==> src/rtl/reg_bist_pkg.sv <==
// reg_bist_pkg: shared FSM encoding, pattern count and pattern-index constants for reg_bist.
// No ports. Constants are given for the default 16-bit width; rebase() moves an
// index constant to another width, because every index is defined relative to WIDTH.
package reg_bist_pkg;

    localparam int DEF_WIDTH = 16;
    localparam int NPAT      = DEF_WIDTH + 4;
    localparam int IDX_ONES  = DEF_WIDTH + 1;
    localparam int IDX_AA    = DEF_WIDTH + 2;
    localparam int IDX_55    = DEF_WIDTH + 3;

    typedef enum logic [2:0] {
        IDLE  = 3'd0,
        WRITE = 3'd1,
        HOLD  = 3'd2,
        CHECK = 3'd3,
        DONE  = 3'd4
    } state_t;

    function automatic int rebase(input int idx, input int width);
        return idx - DEF_WIDTH + width;
    endfunction

endpackage

==> src/rtl/reg_bist_patgen.sv <==
// reg_bist_patgen: combinational pattern table, index -> test pattern.
// Ports:
//   i_idx  pattern index, 0..NPAT-1
//   o_pat  pattern: 0, walking one (idx 1..WIDTH), all ones, 1010..., 0101...
//          Indices beyond the table give 0.
module reg_bist_patgen
    import reg_bist_pkg::*;
#(
    parameter int WIDTH = DEF_WIDTH,
    parameter int IW    = $clog2(rebase(NPAT, WIDTH))
) (
    input  logic [IW-1:0]    i_idx,
    output logic [WIDTH-1:0] o_pat
);

    localparam int ONES = rebase(IDX_ONES, WIDTH);
    localparam int AA   = rebase(IDX_AA, WIDTH);
    localparam int P55  = rebase(IDX_55, WIDTH);

    logic [WIDTH-1:0] w_alt;
    int               w_i;

    // w_alt has the odd bits set (0xAAAA at 16 bits); its complement is 0x5555.
    always_comb begin
        for (int i = 0; i < WIDTH; i++) w_alt[i] = i[0];
        w_i   = int'(i_idx);
        o_pat = (w_i == 0)     ? '0 :
                (w_i <= WIDTH) ? WIDTH'(1) << (i_idx - IW'(1)) :
                (w_i == ONES)  ? '1 :
                (w_i == AA)    ? w_alt :
                (w_i == P55)   ? ~w_alt : '0;
    end

endmodule

==> src/rtl/reg_bist.sv <==
// reg_bist: autonomous write/hold/read-back self test of a load-enable register.
// Ports:
//   clk         rising-edge clock
//   rst_n       asynchronous active-low reset
//   start       begins a run when idle or done; ignored while busy
//   reg_out     output of the register under test
//   reg_in      drives the register data input
//   reg_load    drives the register load enable
//   busy        high during WRITE/HOLD/CHECK
//   done        high from the end of a run until the next start
//   pass        1 when every pattern read back correctly (valid with done)
//   fail_index  index of the first failing pattern, 0 on pass
//   fail_data   reg_out observed at the first failure, 0 on pass
module reg_bist
    import reg_bist_pkg::*;
#(
    parameter  int WIDTH = DEF_WIDTH,
    localparam int NP    = rebase(NPAT, WIDTH),
    localparam int IW    = $clog2(NP)
) (
    input  logic             clk,
    input  logic             rst_n,
    input  logic             start,
    input  logic [WIDTH-1:0] reg_out,
    output logic [WIDTH-1:0] reg_in,
    output logic             reg_load,
    output logic             busy,
    output logic             done,
    output logic             pass,
    output logic [IW-1:0]    fail_index,
    output logic [WIDTH-1:0] fail_data
);

    state_t           r_state;
    state_t           w_next;
    logic [IW-1:0]    r_idx;
    logic             r_pass;
    logic [IW-1:0]    r_fail_index;
    logic [WIDTH-1:0] r_fail_data;
    logic [WIDTH-1:0] w_pat;
    logic             w_go;
    logic             w_last;
    logic             w_miss;

    reg_bist_patgen #(.WIDTH(WIDTH), .IW(IW)) u_patgen (
        .i_idx (r_idx),
        .o_pat (w_pat)
    );

    assign w_go   = (r_state == IDLE || r_state == DONE) && start;
    assign w_last = r_idx == IW'(NP - 1);
    assign w_miss = reg_out != w_pat;

    always_comb begin
        w_next = r_state;
        case (r_state)
            IDLE, DONE: w_next = start ? WRITE : r_state;
            WRITE:      w_next = HOLD;
            HOLD:       w_next = CHECK;
            CHECK:      w_next = (w_miss || w_last) ? DONE : WRITE;
            default:    w_next = IDLE;
        endcase
    end

    // Data side decodes from state and idx only. HOLD and CHECK drive the
    // complement so a register that loads with load=0 is caught.
    assign reg_load   = r_state == WRITE;
    assign reg_in     = (r_state == WRITE) ? w_pat :
                        (r_state == HOLD || r_state == CHECK) ? ~w_pat : '0;
    assign busy       = r_state == WRITE || r_state == HOLD || r_state == CHECK;
    assign done       = r_state == DONE;
    assign pass       = r_pass;
    assign fail_index = r_fail_index;
    assign fail_data  = r_fail_data;

    always_ff @(posedge clk or negedge rst_n) begin
        if (!rst_n) begin
            r_state      <= IDLE;
            r_idx        <= '0;
            r_pass       <= 1'b0;
            r_fail_index <= '0;
            r_fail_data  <= '0;
        end else begin
            r_state <= w_next;
            if (w_go) begin
                r_idx        <= '0;
                r_pass       <= 1'b0;
                r_fail_index <= '0;
                r_fail_data  <= '0;
            end else if (r_state == CHECK) begin
                if (w_miss) begin
                    r_fail_index <= r_idx;
                    r_fail_data  <= reg_out;
                end else if (w_last) begin
                    r_pass <= 1'b1;
                end else begin
                    r_idx <= r_idx + IW'(1);
                end
            end
        end
    end

endmodule

==> config.mk <==
export PLATFORM = sky130hd
export DESIGN_NAME = reg_bist
export DESIGN_NICKNAME = d
export VERILOG_FILES = /design/src/rtl/reg_bist_pkg.sv /design/src/rtl/reg_bist_patgen.sv /design/src/rtl/reg_bist.sv
export SDC_FILE = /design/constraint.sdc
export NUM_CORES = 1
export LEC_CHECK = 0
export ABC_CLOCK_PERIOD_IN_PS = 4300
export CAP_MARGIN = 15
export CELL_PAD_IN_SITES_DETAIL_PLACEMENT = 2
export CELL_PAD_IN_SITES_GLOBAL_PLACEMENT = 2
export CORE_UTILIZATION = 30
export DETAILED_ROUTE_END_ITERATION = 8
export HOLD_SLACK_MARGIN = 0.15
export PLACE_DENSITY_LB_ADDON = 0.25
export SLEW_MARGIN = 20
export SYNTH_ARGS = -nofsm -noshare
export SYNTH_HDL_FRONTEND = slang
export SYNTH_SLANG_ARGS = --single-unit
==> constraint.sdc <==
create_clock -name clk -period 4.3 [get_ports clk]
set_clock_uncertainty 0.15 [all_clocks]
set_input_delay 0.645 -clock clk [delete_from_list [all_inputs] [get_ports clk]]
set_output_delay 0.645 -clock clk [all_outputs]
set_load 0.02 [all_outputs]
### After elaboration in Yosys (flattened, before gate mapping)

Cells that the tools add are included.

* flip-flop bits (word level): 30
* output and inout bits: 41
* logic and storage cells: 61

* $add $sub $neg: 2
* order comparisons: 1
* eq/ne operators: 12
* shift operators: 1
* mux-type cells: 24
* bitwise gates (word level): 1
* reductions and logical operators: 15

Operators by type and width (count)
* 2-to-1 mux 16 bit: 9
* 2-to-1 mux 5 bit: 7
* equality test 5 bit (second input constant): 4
* inequality test 16 bit: 1
* inverter 16 bit: 1
* << shifter 1 x 5 -> 16 bit (first input constant): 1
* 2-to-1 mux 15 bit: 1
* case mux 3 bit (4 select lines): 1
* equality test 3 x 2 -> 1 bit (second input constant): 2
* 2-to-1 mux 3 bit: 2
* inequality test 2 bit (second input constant): 3
* AND reduction 3 bit: 2
* nonzero test 2 bit: 3
* adder 5 x 1 -> 5 bit (second input constant): 1
* less-or-equal comparator 5 bit (second input constant): 1
* zero test 5 bit: 1
* logical OR 1 bit: 5
* subtractor 5 x 1 -> 5 bit (second input constant): 1
* 2-to-1 mux 1 bit: 4
* equality test 3 x 1 -> 1 bit (second input constant): 1
* equality test 3 bit (second input constant): 1
* zero test 3 bit: 1
* AND reduction 2 bit: 1
* OR reduction 2 bit: 1
* logical AND 1 bit: 1

### Longest topological paths before layout

Gate-level depths: netlist (run 1).

* depth in word-level cells: 10
* depth in mapped cells: 15

### Modules after synthesis

A second synthesis (run 1) with hierarchy kept.

* cells, all modules: 235
* area, all modules: 2009.4 sq um

Modules (own cells, without submodules)
* reg_bist: instances 1, cells an instance 192, area each 1712.9 sq um, seq. area each 750.7 sq um
* reg_bist_patgen: instances 1, cells an instance 43, area each 296.5 sq um, seq. area each 0.0 sq um

### Worst setup path after synthesis (run 1)

Ideal clock, no wire load.

* path type: register to register
* start point: reg r_idx[0]
* end point: reg r_fail_data[10], in the netlist fail_data[10]
* setup time: 74 ps
* data arrival time: 3710 ps
* required time: 4076 ps
* setup slack: 366 ps
* stages on the path, launching flop included: 16
* path buffers: 4
* clock period less this slack: 3934 ps
* cell sequence: dfrtp_1 buf_2 inv_1 ha_1 buf_2 or3b_1 a21oi_1 a21oi_1 or3_1 a221o_1 or4_4 or4_4 buf_6 and2_4 buf_6 o21ai_2

* cells in the longest elaborated chain, start to end: 9
* elaborated cells between the ends (all ways): 15

RTL lines
* start: declaration: RTL line reg_bist.sv:36 `logic [IW-1:0] r_idx;`
* start signal: assignment: RTL line reg_bist.sv:97 `r_idx <= r_idx + IW'(1);`
* parallel branches: the longest is 5 deep, another holds subtractor 5 x 1 -> 5 bit
* 2-to-1 mux 16 bit *: RTL line reg_bist_patgen.sv:27 `o_pat = (w_i == 0) ? '0 :`
* inequality test 16 bit *: RTL line reg_bist.sv:52 `assign w_miss = reg_out != w_pat;`
* nonzero test 2 bit (no line) *
* AND reduction 2 bit (no line) *
* end signal: assignment: RTL line reg_bist.sv:93 `r_fail_data <= reg_out;`
* end: declaration: RTL line reg_bist.sv:39 `logic [WIDTH-1:0] r_fail_data;`

Mark *: on every way between the ends.
A chain may end at the register's enable or synchronous reset.

### Worst setup path after layout (run 1)

* start point: reg r_idx[0]
* end point: reg r_fail_data[8], in the netlist fail_data[8]

The elaborated chain is that of the path after synthesis.

==> reports/summary.txt, run 1 <==
status - complete, but fails checks
WL/cell - 21.4 um
initial antenna violation count - 0
area grow syn2layout - 31.0%
Max-Cap Viols - 0
unrepaired setup endpoints after global routing - false
Via-to-Cell Ratio - 5.69
TritonCTS clock tree - built
GR Util All Layers - 0.240
crit path max fanout - 21
Setup CP Type - reg2reg
clk buf depth - 2
Seq/Total Area, Yosys - 0.272
Post-synth EDFFs - 0
core box area - 8810 um^2
CP cell instances - inv_1 -> ha_1 -> or3b_1 -> a21oi_1 -> a21oi_1 -> or3_1 -> a221o_1 -> or4_4 -> or4_4 -> and2_4 -> o21ai_1
Initial Util - 0.313
final setup TNS - 0 ns
Post-CTS Setup Repair Bufs - 0
worst hold slack - 0.364 ns
required time of the critical path - 4.38 ns
Slew @ Worst Pin - 0.929 ns
DR iter-0 viols - 118
die area - 9580 um^2
Mapped Avg Cell Area - 7.97 um^2
vias in the first global route - 3,251
Mapped Area - 2760 um^2
maximum number of pins on one net before global-route repair - 31
GR Overflow Total - 0
startpoint types - register
Main synth FF type - dfrtp_1
Final setup viols - 0
Pins Over Slew Limit - 0
Final min period - 4.09 ns
clk_lat worst skew - 0.31 ns
synth warn - 0
instance count of the mapped netlist - 346
number of buffers created by CTS - 5
PortBufs - 59
final WL - 11.0 mm
#FFs+latches synth - 30
layout cells sized above 1 - 0.153
PD cells - 514 nW/um^2
global-route wire length before repair - 18.0 mm
number of nets in the layout - 429
num rows - 34
failing checks - DRC
crit path max-delay cell type - or4_4
Max Clk Rate - 245 MHz
Worst slew margin - 0.378
peak supply drop - 0.276 mV
HP Class - reg2reg
clk root buf - clkbuf_8
number of library cell types mapped by synthesis - 62
CP Capture Type - register
Final Hold Vio Count - 0
Max stage delay on crit path - 0.55 ns
H-Tree Depth - 2
Post-DRT Antenna Nets - 0
drt drc - 4
CP arrival - 4.16 ns
gpl congestion - 0.867
Post-Syn Nets - 370
drt pass-1 iters - 6
die width - 97.9 um
DPL Wire Length - 8.12 mm
clock sinks - 30
clock transition at the registers of the reported paths - 0.07 ns
ys async rst share - 1.00
via count - 2,921
delay-heaviest family, CP - simple AND/OR/NAND/NOR gates
period utilization - 0.951
boundary pin count - 60
die boundary height - 97.9 um
static leakage - 1.47 nW
Worst Path Buf+Inv - 1
# diodes - 0
[metal layers]
layer | routed length, um | GRT usage
met1 | 5130 | 0.324
met2 | 5280 | 0.402
met3 | 425 | 0.0293
met4 | 163 | 0.0676
met5 | 0 | 0
[registers in the layout (all words and copies together) (netlist names)]
name / cells
fail_data: 16
pass: 1
r_idx: 5
fail_index: 5
r_state: 3
[power breakdown]
part | leakage [nW] | switching (W) | internal (W)
Combinational | 1.01 | 0.000630 | 0.000463
Sequential | 0.402 | 0.0000613 | 0.000374
Clock | 0.0573 | 0.000141 | 0.000186
[through the flow]
step,power [W],setup slack [ns],instance area [um^2],cells,utilization
6_report,0.00186,0.213,3610,513,0.410
5_1_grt,0.00196,0.0295,3610,513,0.410
4_1_cts,0.00187,0.0589,3610,513,0.410
3_5_place_dp,0.00154,0.0842,3500,506,0.397
3_3_place_gp,0.00151,0.269,3500,506,0.397
2_1_floorplan,0.00104,0.366,2760,346,-
[placed cells by master, fill, tap and decap left out, types with 2 or more instances in the layout]
cell type        Yosys  layout
a21boi_0             3       3
a41oi_1              2       2
nand2b_1             7       7
xor2_1               4       4
o21bai_1             2       2
ha_1                 5       5
xnor2_1              6       6
nor2_1              24      24
a221oi_1             3       3
clkdlybuf4s50_1      0      59
o31ai_1              2       2
a211oi_1             3       3
a31oi_1              7       7
a211o_1              3       3
or4_4                2       2
nor3_1               3       3
buf_4                1      24
a32oi_1              2       2
a21oi_1             18      18
o32ai_1              2       2
nand3_1             28      28
o21a_1               3       3
nor4b_1              2       2
or3_1                5       5
clkbuf_8             0       6
o21ai_2             20      20
o21ai_0              9       8
nor3b_1              2       2
nand2_1             51      50
nand4_1              2       2
inv_1               11      11
nand4b_1             2       2
or3b_1               3       3
and3_1               2       2
o21ai_1              2       3
dfrtp_1             30      30
o211ai_1             2       2
mux2i_1             21      21
[kinds of logic after synthesis]
logic type      after synthesis  synth area share
simple gates                144             0.271
compound gates               94             0.250
buf+inv                      42            0.0753
flops                        30             0.272
mux                          21            0.0763
xor+xnor                     10            0.0318
fa+ha+maj                     5            0.0227
[synthesized netlist by cell type, types with 3 or more instances]
library cell  count  area share
nand2_1          51       0.069
dfrtp_1          30        0.27
nand3_1          28       0.051
nor2_1           24       0.033
mux2i_1          21       0.076
o21ai_2          20       0.064
a21oi_1          18       0.033
clkbuf_1         15       0.020
inv_1            11       0.015
o21ai_0           9       0.016
a31oi_1           7       0.016
buf_2             7       0.013
nand2b_1          7       0.016
xnor2_1           6       0.019
buf_6             5       0.020
ha_1              5       0.023
or3_1             5       0.011
xor2_1            4       0.013
a211o_1           3      0.0095
a211oi_1          3      0.0082
a21boi_0          3      0.0082
a221oi_1          3      0.0095
buf_1             3      0.0041
nor3_1            3      0.0054
o21a_1            3      0.0082
or3b_1            3      0.0095
[path summary, 6_finish.rpt]
| kind | start | to | slack [ns] | cells past startpoint |
|---|---|---|---|---|
| min in group asynchronous | rst_n | r_idx[1]$_DFFE_PN0P_ | 0.59 | 2 |
| worst max register to register | r_idx[0]$_DFFE_PN0P_ | fail_data[8]$_DFFE_PN0P_ | 0.21 | 11 |
| worst max-delay path | r_idx[0]$_DFFE_PN0P_ | fail_data[8]$_DFFE_PN0P_ | 0.21 | 11 |
| worst min register to register | r_state[2]$_DFFE_PN0P_ | r_state[1]$_DFFE_PN0P_ | 0.36 | 1 |
| worst min-delay path | r_state[2]$_DFFE_PN0P_ | r_state[1]$_DFFE_PN0P_ | 0.36 | 1 |
| max in group asynchronous | rst_n | fail_data[5]$_DFFE_PN0P_ | 3.08 | 2 |
[what timing repair did]
item,CTS,global route
setup endpoints to repair,0,22
gates resized for setup,0,1
hold buffers,0,0
[final cells by class]
| type | count | area, um^2 |
|---|---|---|
| Timing Repair Buffer | 83 | 771 |
| Tap cell | 108 | 135 |
| Sequential cell | 30 | 751 |
| Multi-Input combinational cell | 274 | 1800 |
| Inverter | 11 | 41.3 |
| Clock buffer | 6 | 82.6 |
| Fill cell | 1020 | 5190 |
| Clock inverter | 1 | 30.0 |
Power figures use the tool's default switching activity.
==> inputs of run 2 (changes only) <==
--- a/config.mk
+++ b/config.mk
@@ -9,6 +9,7 @@
 export CAP_MARGIN = 15
 export CELL_PAD_IN_SITES_DETAIL_PLACEMENT = 2
 export CELL_PAD_IN_SITES_GLOBAL_PLACEMENT = 2
+export CORE_MARGIN = 4
 export CORE_UTILIZATION = 30
 export DETAILED_ROUTE_END_ITERATION = 8
 export HOLD_SLACK_MARGIN = 0.15
==> run 2 against run 1 <==
The run now ends clean. Clock-buffer cell count up 1. Critical path depth is the same. Core utilization decreased by 0.098 points. Critical path type unchanged. Critical endpoint is now fail_data[2]$_DFFE_PN0P_. Combinational power is essentially flat. Final cell count increased by 0.97%. Worst hold slack lost 0.0025 ns. Die area rose by 13%. Via count up 0.14%.
==> reports/summary.txt, run 2 (synthesis results as in run 1) <==
Final Hold Vio Count - 0 (unchanged)
initial antenna violation count - 0 (unchanged)
Register Area - 751 um^2 (unchanged)
max reg flops - 16 (unchanged)
Max stage delay on crit path - 0.54 ns (was 0.55 ns)
post_cts resized - 0 (unchanged)
TritonCTS clock tree - built (unchanged)
# diodes - 0 (unchanged)
final WL - 11.0 mm (about the same)
vias in the first global route - 3,260 (was 3,251)
clock sinks - 30 (unchanged)
filler cell count - 1,010 (was 1,020)
Max-Cap Viols - 0 (unchanged)
Final min period - 4.08 ns (was 4.09 ns)
CP arrival - 4.15 ns (was 4.16 ns)
CP Capture Type - register (unchanged)
clk root buf - clkbuf_8 (unchanged)
die area - 10,800 um^2 (was 9580 um^2)
PortBufs - 59 (unchanged)
drt drc - 0 (was 4)
startpoint types - register (unchanged)
final setup TNS - 0 ns (unchanged)
Post-CTS Setup Repair Bufs - 0 (unchanged)
most common cell after layout, fill and taps aside - clkdlybuf4s50_1 (unchanged)
Final setup viols - 0 (unchanged)
global-route wire length before repair - 18.4 mm (was 18.0 mm)
die boundary height - 104 um (was 97.9 um)
boundary pin count - 60 (unchanged)
Max Clk Rate - 245 MHz (about the same)
GR Util All Layers - 0.210 (was 0.240)
layout cells sized above 1 - 0.161 (was 0.153)
die width - 104 um (was 97.9 um)
CP cell instances - inv_1 -> ha_1 -> nand2b_1 -> o21ai_1 -> a21oi_1 -> or3_1 -> a221o_1 -> or4_4 -> or4_4 -> and2_4 -> o21ai_2 (was inv_1 -> ha_1 -> or3b_1 -> a21oi_1 -> a21oi_1 -> or3_1 -> a221o_1 -> or4_4 -> or4_4 -> and2_4 -> o21ai_1)
Via-to-Cell Ratio - 5.65 (was 5.69)
PD cells - 491 nW/um^2 (was 514 nW/um^2)
number of nets in the layout - 433 (was 429)
HP Class - reg2reg (unchanged)
num rows - 34 (unchanged)
Initial Util - 0.312 (was 0.313)
maximum number of pins on one net before global-route repair - 31 (unchanged)
Setup CP Type - reg2reg (unchanged)
unrepaired setup endpoints after global routing - false (unchanged)
Post-DRT Antenna Nets - 0 (unchanged)
core box area - 8850 um^2 (was 8810 um^2)
status - complete, no violations (was complete, but fails checks)
DR iter-0 viols - 143 (was 118)
commonest non-fill, non-tap cells in the layout - clkdlybuf4s50_1 (59), nand2_1 (50), dfrtp_1 (30), nand3_1 (28), buf_4 (28) (was clkdlybuf4s50_1 (59), nand2_1 (50), dfrtp_1 (30), nand3_1 (28))
DPL Wire Length - 8.42 mm (was 8.12 mm)
number of buffers created by CTS - 5 (unchanged)
GR Overflow Total - 0 (unchanged)
DP Cell Count - 510 (was 506)
footprint of the multi-input gates - 1800 um^2 (unchanged)
area grow syn2layout - 31.3% (was 31.0%)
gpl congestion - 0.973 (was 0.867)
clk buf depth - 2 (unchanged)
Pins Over Slew Limit - 0 (unchanged)
crit path max-delay cell type - or4_4 (unchanged)
period utilization - 0.949 (was 0.951)
Slew @ Worst Pin - 0.953 ns (was 0.929 ns)
drt pass-1 iters - 4 (was 6)
WL/cell - 21.2 um (was 21.4 um)
clock transition at the registers of the reported paths - 0.07 ns (about the same)
Worst slew margin - 0.365 (was 0.378)
H-Tree Depth - 2 (unchanged)
required time of the critical path - 4.37 ns (was 4.38 ns)
static leakage - 1.48 nW (was 1.47 nW)
most used cell, CP - or4_4
peak supply drop - 0.325 mV (was 0.276 mV)
non-filler cells in the finished layout - 518 (was 513)
Hold Buf Count CTS - 0 (unchanged)
via count - 2,925 (was 2,921)
crit path max fanout - 21 (unchanged)
clk_lat worst skew - 0.29 ns (was 0.31 ns)
run 2: area by class of cell:
type / instances / area share
Multi-Input combinational cell: 274 / 0.497
Timing Repair Buffer: 87 / 0.221
Sequential cell: 30 / 0.207
Tap cell: 108 / 0.0373
Clock buffer: 7 / 0.0239
Inverter: 11 / 0.0114
Clock inverter: 1 / 0.00138
run 2: final timing paths:
| check | cells past startpoint | from | end | slack (ns) |
|---|---|---|---|---|
| worst max-delay path | 11 | r_idx[0]$_DFFE_PN0P_ | fail_data[2]$_DFFE_PN0P_ | 0.22 |
| worst min-delay path | 1 | r_state[2]$_DFFE_PN0P_ | r_state[1]$_DFFE_PN0P_ | 0.36 |
| worst max register to register | 11 | r_idx[0]$_DFFE_PN0P_ | fail_data[2]$_DFFE_PN0P_ | 0.22 |
| worst min register to register | 1 | r_state[2]$_DFFE_PN0P_ | r_state[1]$_DFFE_PN0P_ | 0.36 |
| max in group asynchronous | 2 | rst_n | fail_data[1]$_DFFE_PN0P_ | 3.08 |
| min in group asynchronous | 2 | rst_n | pass$_DFFE_PN0P_ | 0.61 |
run 2: critical path: cells and delay by family (launching register included):
kind,cells,cell delay (ns)
AOI/OAI and AO/OA,4,1.06
DFF,1,0.38
and+or+nand+nor,5,1.84
buffers and inverters,1,0.13
adders and majority gates,1,0.42
run 2: where the power goes:
group          switching, W  internal, W
clock              0.000121     0.000129
combinational      0.000627     0.000463
sequential        0.0000628     0.000374
run 2: layer usage:
| layer | wire length (um) | vias up | track usage |
|---|---|---|---|
| met2 | 5360 | 67 | 0.363 |
| met4 | 169 | 0 | 0.0503 |
| met5 | 0 | - | 0 |
| li1 | - | 1371 | - |
| met1 | 5010 | 1475 | 0.274 |
| met3 | 442 | 12 | 0.0317 |
run 2: through the flow:
| stage | setup WS (ns) | util | area (um^2) | total power [W] | hold slack [ns] |
|---|---|---|---|---|---|
| floorplan | 0.366 | - | 2760 | 0.00104 | 0.199 |
| global placement | 0.156 | 0.398 | 3530 | 0.00152 | 0.358 |
| detailed placement | 0.0552 | 0.398 | 3530 | 0.00154 | 0.360 |
| CTS | 0.0186 | 0.409 | 3620 | 0.00180 | 0.365 |
| global route | 0.0104 | 0.409 | 3620 | 0.00190 | 0.391 |
| finish | 0.218 | 0.409 | 3620 | 0.00178 | 0.362 |
